### src/rtl/uart_rx.sv
// uart_rx: 8N1 serial receiver with oversampled mid-bit sampling,
// a one-cycle done strobe per byte and a one-cycle framing-error strobe.
module uart_rx #(
  parameter int clk_freq   = 1000000,
  parameter int baud_rate  = 9600,
  parameter int oversample = 16
) (
  input  logic       clk,
  input  logic       rst,
  input  logic       rx,
  output logic [7:0] rx_data,
  output logic       donerx,
  output logic       frame_err,
  output logic       busy
);
  localparam int div = clk_freq / (baud_rate * oversample);
  localparam int tw  = div > 1 ? $clog2(div) : 1;
  localparam int sw  = $clog2(oversample);

  if (div < 1 || oversample < 4 || oversample % 2 != 0) begin : g_bad_params
    $error("uart_rx: need div >= 1 and an even oversample >= 4");
  end

  typedef enum logic [2:0] {IDLE, START, DATA, STOP, WAIT_HIGH} state_t;

  state_t          state_q, state_d;
  logic            sync1_q, sync2_q;
  logic [tw-1:0]   tick_cnt_q, tick_cnt_d;
  logic [sw-1:0]   s_cnt_q, s_cnt_d;
  logic [2:0]      bit_idx_q, bit_idx_d;
  logic [7:0]      shift_q, shift_d;
  logic [7:0]      data_q, data_d;
  logic            done_q, done_d;
  logic            ferr_q, ferr_d;
  logic            rx_s, tick, half_hit, full_hit;

  assign rx_s     = sync2_q;
  assign tick     = tick_cnt_q == tw'(div - 1);
  assign half_hit = s_cnt_q == sw'(oversample / 2 - 1);
  assign full_hit = s_cnt_q == sw'(oversample - 1);

  always_ff @(posedge clk or negedge rst) begin
    if (!rst) begin
      state_q    <= IDLE;
      sync1_q    <= 1'b1;
      sync2_q    <= 1'b1;
      tick_cnt_q <= '0;
      s_cnt_q    <= '0;
      bit_idx_q  <= '0;
      shift_q    <= '0;
      data_q     <= '0;
      done_q     <= 1'b0;
      ferr_q     <= 1'b0;
    end else begin
      state_q    <= state_d;
      sync1_q    <= rx;
      sync2_q    <= sync1_q;
      tick_cnt_q <= tick_cnt_d;
      s_cnt_q    <= s_cnt_d;
      bit_idx_q  <= bit_idx_d;
      shift_q    <= shift_d;
      data_q     <= data_d;
      done_q     <= done_d;
      ferr_q     <= ferr_d;
    end
  end

  // Tick phase is held while waiting so sampling aligns to the start edge.
  always_comb tick_cnt_d = (state_q == IDLE || state_q == WAIT_HIGH || tick) ? '0 : tick_cnt_q + tw'(1);

  always_comb begin
    state_d   = state_q;
    s_cnt_d   = s_cnt_q;
    bit_idx_d = bit_idx_q;
    shift_d   = shift_q;
    data_d    = data_q;
    done_d    = 1'b0;
    ferr_d    = 1'b0;
    case (state_q)
      IDLE: begin
        if (!rx_s) begin
          state_d = START;
          s_cnt_d = '0;
        end
      end
      START: begin
        if (tick) begin
          s_cnt_d = s_cnt_q + sw'(1);
          if (half_hit) begin
            state_d   = rx_s ? IDLE : DATA;
            s_cnt_d   = '0;
            bit_idx_d = '0;
          end
        end
      end
      DATA: begin
        if (tick) begin
          s_cnt_d = s_cnt_q + sw'(1);
          if (full_hit) begin
            shift_d[bit_idx_q] = rx_s;
            s_cnt_d            = '0;
            bit_idx_d          = bit_idx_q + 3'd1;
            state_d            = bit_idx_q == 3'd7 ? STOP : DATA;
          end
        end
      end
      STOP: begin
        if (tick) begin
          s_cnt_d = s_cnt_q + sw'(1);
          if (full_hit) begin
            s_cnt_d = '0;
            data_d  = rx_s ? shift_q : data_q;
            done_d  = rx_s;
            ferr_d  = !rx_s;
            state_d = rx_s ? IDLE : WAIT_HIGH;
          end
        end
      end
      WAIT_HIGH: state_d = rx_s ? IDLE : WAIT_HIGH;
      default:   state_d = IDLE;
    endcase
  end

  always_comb begin
    busy      = state_q != IDLE;
    rx_data   = data_q;
    donerx    = done_q;
    frame_err = ferr_q;
  end
endmodule

### config.mk
export PLATFORM = sky130hd
export DESIGN_NAME = uart_rx
export DESIGN_NICKNAME = d
export VERILOG_FILES = /design/src/rtl/uart_rx.sv
export SDC_FILE = /design/constraint.sdc
export NUM_CORES = 1
export LEC_CHECK = 0
export ABC_CLOCK_PERIOD_IN_PS = 2360
export CAP_MARGIN = 5
export CORE_ASPECT_RATIO = 1.2
export CORE_UTILIZATION = 30
export CTS_CLUSTER_DIAMETER = 200
export CTS_CLUSTER_SIZE = 30
export DETAILED_ROUTE_END_ITERATION = 8
export GPL_ROUTABILITY_DRIVEN = 1
export GPL_TIMING_DRIVEN = 0
export PLACE_DENSITY_LB_ADDON = 0.15
export SYNTH_ARGS = -nofsm -noshare
export SYNTH_HDL_FRONTEND = slang
export SYNTH_SLANG_ARGS = --single-unit
### constraint.sdc
create_clock -name clk -period 2.36 [get_ports clk]
set_input_delay 0.472 -clock clk [delete_from_list [all_inputs] [get_ports clk]]
set_output_delay 0.472 -clock clk [all_outputs]
set_load 0.005 [all_outputs]
---- Word level (Yosys, flattened, before mapping) ----
Cells that the tools add are included.
operators by class
  $add $sub $neg .......................... 3
  multipliers ............................. 0
  div/mod/pow operators ................... 0
  magnitude comparators ................... 2
  eq/ne operators ......................... 16
  shift-type cells ........................ 0
  multiplexer cells ....................... 32
  bitwise operators ....................... 0
  reductions and logical operators ........ 14
operators with widths
  operator             count
  $mux 3               13
  $mux 4               5
  $pmux 3 s5           1
  $ne 2x2->1 const B   7
  $pmux 4 s3           1
  $eq 3x3->1 const B   3
  $bwmux 8             1
  $mux 1               8
  $reduce_and 4->1     2
  $reduce_and 7->1     1
  $add 3x1->3 const B  2
  $eq 3x2->1 const B   2
  $pmux 3 s2           1
  $reduce_bool 3->1    2
  $reduce_and 5->1     1
  $add 4x1->4 const B  1
  $eq 4x3->1 const B   1
  $eq 4x4->1 const B   1
  $lt 3x4->1 const B   1
  $demux 1 s3          1
  $eq 3x1->1 const B   1
  $ge 3x1->1 const B   1
  $logic_not 3->1      1
  $reduce_and 3->1     1
  other kinds (7)      8
storage, ports and cells
  register bits ........................... 33
  latch bits .............................. 0
  RAM bits ................................ 0
  bits in read-only memories .............. 0
  input port bits ......................... 3
  output and inout port bits .............. 11
  logic and storage cells ................. 77
  memories ................................ 0

---- Depth between registers and ports, before layout ----
Gate-level depths: netlist of run 1.
  depth in word-level cells ............... 5
  depth in mapped cells ................... 8

---- Worst setup path after synthesis of run 1 ----
Ideal clock, no wire load.
  path kind ............................... reg-to-reg
  start ................................... register tick_cnt_q[1]
  end ..................................... register shift_q[4]
  data arrival time ....................... 1956 ps
  required time ........................... 2232 ps
  setup slack ............................. 276 ps
  stages on the path, launching flop included .. 9
  path buffers ............................ 2
  period minus slack after synthesis ...... 2084 ps
  cell sequence ........................... dfrtp_1 > inv_1 > ha_1 > buf_2 > nand2_1 > or4_1 > buf_2 > nor4b_2 > mux2_1
between the ends
  longest elaborated chain between the ends .. 2
RTL lines
  item                        RTL line  RTL
  from (decl)                 28        logic [tw-1:0] tick_cnt_q, tick_cnt_d;
  from (signal assigned)      58        tick_cnt_q <= tick_cnt_d;
  $eq 3x3->1                  38        assign tick = tick_cnt_q == tw'(div - 1);
  $reduce_and 3->1 (no line)  n/a
  to (signal assigned)        61        shift_q <= shift_d;
  to (decl)                   31        logic [7:0] shift_q, shift_d;
No other way between the ends.
A chain may end at the register's enable or synchronous reset.

---- Final worst setup path of run 1 ----
Same ends and word-level chain as after synthesis.

==> metrics, run 1 <==
status finished clean; Setup Skew 5.65 ps; #FFs+latches synth 33; top_reg_cell synth dfrtp_1; I/O Buffers 13; endpoints failing hold 0; maximum vdd drop 0.330 mV; Site Rows 28; met2 wire len 1550 µm; CP peak stage delay 480 ps; clock-pin transition on the worst setup and hold timing paths 60 ps; grt ovf 0; Crit Path Max Fanout 8; worst min-delay path class in -> async; max-cap check violation count 0; Die W 67.4 µm; antenna viol nets, final 0; required time of the critical path 2520 ps; Fmax 0.451 GHz; Leak 0.812 nW; max layer used met4; Area Growth Syn to Fin 20.1%; drt wl/cell 13.8 µm; top cell type by total area after synthesis dfrtp_1; vias post-DR 1,050; wire length on met3 102 µm; worst-margin pin slew 864 ps; Critical-path top delay cell or4_1; layout cells sized above 1 22.7%; postcts setup bufs 0; post-DP HPWL 2020 µm; hold buffers post-CTS 0; crit path kind reg -> reg; DIE HEIGHT 80.5 µm; Initial Util 31.2%; Resized Gates After CTS 0; Arr. time, crit path 2370 ps; DRC viols 0; clk sinks 33; Syn Inst Count 133; TritonCTS clock tree built; pin count of the biggest net entering global routing 34; Placer Congestion 0.801; routed length on met1 1270 µm; number of synthesized flops with an enable pin 0; initial antenna violation count 0; first-pass GRT wire length 5120 µm; unrepaired setup endpoints after global routing no; CP cell instances inv_1 -> ha_1 -> clkbuf_4 -> nand2_2 -> or4_1 -> buf_4 -> nor4b_2 -> mux2_1; via/cell ratio 4.91; Distinct cells, synth 37; share of the synthesized area in the top cell type 50.4%; pwr/cell area 557 nW/µm²; Rel. slew slack 42.0%; number of diodes 0; clock root cell clkbuf_8; drt first-iter violations 29; vias in the first global route 1,107; num ports 14; Final Core Density 37.4%; Total Neg Setup Slack 0 ps; Synth Area per Inst 11.6 µm²; die area 5420 µm²; TritonRoute pass-1 iters 4; Clock Latency Late Sink 280 ps; total chip power 0.00103 W; sequential share of the synthesized area 53.8%; Post-Route WL 2950 µm; Core Box Area 4940 µm²; final-report max-slew violation count 0; startpoint types register; ys async rst share 100%; period utilization 93.9%; Max H-tree Level 2; Mapped Area 1540 µm²; Final #Nets 161; Setup crit end kind register; minimum clock period 2220 ps; CTS Buf Count 5; worst-case clock buffer depth 2; gr usage total 12.9%; Yosys warnings 0; largest cells by area after synthesis dfrtp_1 50%, mux2_2 11%, ha_1 4.1%; Final setup viols 0; post-synth net total 141
==> report_power, final <==
group          internal, W  switching, W
Sequential        0.000570    0.00000264
Combinational   0.00000888     0.0000233
Clock             0.000238      0.000187
Total             0.000817      0.000213
==> final timing paths <==
check,startpoint,endpoint,slack [ps],cells after the start
min reg2reg,sync1_q,rx_s,350,0
max in group asynchronous,rst,shift_q[1],1650,1
max,tick_cnt_q[1],shift_q[4],140,8
min in group clk,sync1_q,rx_s,350,0
max reg2reg,tick_cnt_q[1],shift_q[4],140,8
min,rst,s_cnt_q[0],250,1
==> metrics by stage <==
stage	hold WS (ps)	setup WS [ps]	cells	area (µm²)
3_5_place_dp	351	60.2	206	1740
5_1_grt	307	13.6	214	1850
3_3_place_gp	347	112	206	1740
4_1_cts	276	29.6	214	1830
2_1_floorplan	176	276	133	1540
6_report	246	145	214	1850
==> synth_stat cells (all sizes together) (3+ instances only) <==
cell     n
buf      7
clkbuf   3
nand2   11
nand4b   3
nor3     4
a21oi    3
nor4     3
nand3    3
mux2    16
o21ai    8
dfrtp   31
nor2     6
ha       5
==> metal layers <==
metal / vias up / global-route usage, %
li1: 523 / -
met5: - / 0
met3: 2 / 3.41
met2: 15 / 22.2
met1: 510 / 14.5
met4: 0 / 6.17
==> layout make-up <==
cell class              instances  area (µm²)
well taps                      60        75.1
repair buffers                 13         125
inverters                       2        7.51
multi-input cells              88         674
clock buffers                   8        90.1
fillers                       487        3090
flip-flops and latches         33         828
plain buffers                  10        47.5
==> worst max-delay path: cells and delay by family (launching register included) <==
| family | cells | cell delay, ps |
|---|---|---|
| muxes | 1 | 340 |
| and+or+nand+nor | 3 | 820 |
| DFF | 1 | 390 |
| adders and majority gates | 1 | 120 |
| buffers and inverters | 3 | 420 |
==> kinds of logic after synthesis <==
family	synth area share (%)
muxes	11.7
xor gates and xnor gates	0.569
and+or+nand+nor	16.4
buffers and inverters	3.25
adders and majority gates	4.07
DFF	53.8
AOI/OAI and AO/OA	10.2
==> registers in the layout, summed over array words and instances (netlist names) <==
register	flops
bit_idx_q	3
donerx	1
frame_err	1
rx_data	8
rx_s	1
s_cnt_q	4
shift_q	8
state_q	3
sync1_q	1
tick_cnt_q	3
==> placed cells by master (no fill, tap or decap), types with 2 or more instances in the layout <==
| master | instances |
|---|---|
| dfrtp_1 | 31 |
| mux2_2 | 15 |
| clkdlybuf4s50_1 | 12 |
| nand2_1 | 10 |
| o21ai_0 | 8 |
| nor2_1 | 6 |
| clkbuf_8 | 6 |
| clkbuf_1 | 5 |
| ha_1 | 5 |
| nor3_1 | 4 |
| buf_2 | 3 |
| a21oi_1 | 3 |
| nand4b_1 | 3 |
| buf_1 | 3 |
| inv_1 | 2 |
| a211oi_1 | 2 |
| or3_1 | 2 |
| nor3b_1 | 2 |
| a21o_1 | 2 |
| nor4_2 | 2 |
| o41ai_1 | 2 |
| a22oi_1 | 2 |
| nand3_1 | 2 |
| nor4b_2 | 2 |
| dfstp_2 | 2 |
Note: power is estimated with default switching activity, not from simulation.
==> run 2, diff against run 1 <==
--- a/config.mk
+++ b/config.mk
@@ -7,7 +7,7 @@
 export LEC_CHECK = 0
 export ABC_CLOCK_PERIOD_IN_PS = 2360
 export CAP_MARGIN = 5
-export CORE_ASPECT_RATIO = 1.2
+export CORE_ASPECT_RATIO = 1.1
 export CORE_UTILIZATION = 30
 export CTS_CLUSTER_DIAMETER = 200
 export CTS_CLUSTER_SIZE = 30
==> metrics, run 2 (synthesized netlist as in run 1, its figures left out) <==
status finished clean (unchanged); post-DP HPWL 2030 µm (was 2020 µm); Fmax 0.446 GHz (was 0.451 GHz); via/cell ratio 5.06 (was 4.91); pin count of the biggest net entering global routing 34 (unchanged); startpoint types register (unchanged); Resized Gates After CTS 0 (unchanged); clk sinks 33 (unchanged); max-cap check violation count 0 (unchanged); gr usage total 12.5% (was 12.9%); Crit Path Max Fanout 10 (was 8); postcts setup bufs 0 (unchanged); drt wl/cell 14.2 µm (was 13.8 µm); Final #Nets 161 (unchanged); hold buffers post-CTS 0 (unchanged); unrepaired setup endpoints after global routing no (unchanged); final-report max-slew violation count 0 (unchanged); worst-case clock buffer depth 2 (unchanged); Placer Congestion 0.787 (was 0.801); drt first-iter violations 71 (was 29); Leak 0.810 nW (was 0.812 nW); minimum clock period 2240 ps (was 2220 ps); grt ovf 0 (unchanged); Post-Route WL 2990 µm (was 2950 µm); DRC viols 0 (unchanged); Site Rows 26 (was 28); Area Growth Syn to Fin 18.9% (was 20.1%); clock root cell clkbuf_8 (unchanged); endpoints failing hold 0 (unchanged); antenna viol nets, final 0 (unchanged); DP Worst Slack 94.5 ps (was 60.2 ps); Initial Util 32.2% (was 31.2%); final worst slack 119 ps (was 145 ps); number of diodes 0 (unchanged); I/O Buffers 13 (unchanged); TritonRoute pass-1 iters 4 (unchanged); required time of the critical path 1890 ps (was 2520 ps); initial antenna violation count 0 (unchanged); Clock Latency Late Sink 290 ps (was 280 ps); vias post-DR 1,063 (was 1,050); maximum vdd drop 0.239 mV (was 0.330 mV); Die W 70.3 µm (was 67.4 µm); first-pass GRT wire length 5220 µm (was 5120 µm); CTS Buf Count 5 (unchanged); Total Neg Setup Slack 0 ps (unchanged); Final setup viols 0 (unchanged); most common cell after layout, fill and taps aside dfrtp_1 (unchanged); DIE HEIGHT 77.1 µm (was 80.5 µm); vias in the first global route 1,091 (was 1,107); Arr. time, crit path 1770 ps (was 2370 ps); Core Box Area 4780 µm² (was 4940 µm²); crit path kind reg -> out (was reg -> reg); layout cells sized above 1 21.4% (was 22.7%); die area 5420 µm² (about the same); pwr/cell area 553 nW/µm² (was 557 nW/µm²); Max H-tree Level 2 (unchanged); period utilization 94.9% (was 93.9%); worst min-delay path class in -> async (unchanged); Setup Skew 8.68 ps (was 5.65 ps); clock-pin transition on the worst setup and hold timing paths 70 ps (was 60 ps); num ports 14 (unchanged); Setup crit end kind primary output (was register); most frequent cells in the layout 31 x dfrtp_1, 15 x mux2_2, 12 x clkdlybuf4s50_1 (unchanged); worst-margin pin slew 895 ps (was 864 ps); Rel. slew slack 39.9% (was 42.0%); TritonCTS clock tree built (unchanged)
==> run 2: cell count changes in the layout (fill, tap and decap cells not counted) <==
cell      delta
nor4_1       +1
clkbuf_1     -1
nand3_1      +1
nor4b_2      -1
clkbuf_8     -1
clkinv_2     +2
nand2_1      +1
nor4_2       -1
nor4b_4      +1
nand2_2      -1
nand3_2      -1
==> run 2: final timing paths <==
check / from / endpoint / slack (ps) / cells after the start
hold / removal: rst / s_cnt_q[0] / 240 / 1
max in group asynchronous: rst / rx_data[7] / 1630 / 1
setup reg to reg: tick_cnt_q[1] / shift_q[4] / 130 / 8
min in group clk: sync1_q / rx_s / 360 / 0
setup / recovery: state_q[1] / busy / 120 / 3
hold reg to reg: sync1_q / rx_s / 360 / 0
==> run 2: layout make-up <==
| type | instances | area, µm² |
|---|---|---|
| inverters | 2 | 7.51 |
| clock inverters | 2 | 10.0 |
| flip-flops and latches | 33 | 828 |
| repair buffers | 13 | 125 |
| well taps | 56 | 70.1 |
| clock buffers | 6 | 72.6 |
| multi-input cells | 88 | 669 |
| fillers | 485 | 2950 |
| plain buffers | 10 | 47.5 |
==> run 2: critical path, cell delays in order, from the launching register on <==
cell and delay [ps]:
dfrtp_1 420, clkbuf_1 220, or3_1 390, clkdlybuf4s50_1 450
==> run 2: report_power, final <==
group	internal, W	leakage [nW]	switching (W)	total, W
clock network	0.000204	0.0450	0.000202	0.000406
registers	0.000570	0.452	0.00000242	0.000572
logic	0.00000884	0.313	0.0000242	0.0000330
==> run 2: stage by stage <==
step	utilization [%]	cells	total power (W)	hold WS, ps	instance area [µm²]
floorplan	-	133	0.000596	176	1540
global placement	36.4	202	0.000617	346	1740
detailed placement	36.3	202	0.000617	347	1730
CTS	38.0	210	0.00103	273	1820
global route	38.3	210	0.00106	301	1830
finish	38.3	210	0.00101	245	1830
==> run 2: layer usage <==
| layer | share of wire [%] | vias up | routed length, µm | track usage, % |
|---|---|---|---|---|
| met1 | 46 | 516 | 1390 | 15.4 |
| met5 | 0 | - | 0 | 0 |
| li1 | - | 526 | - | - |
| met2 | 48 | 15 | 1430 | 19.1 |
| met4 | 1.8 | 0 | 55 | 5.80 |
| met3 | 3.9 | 6 | 117 | 4.47 |
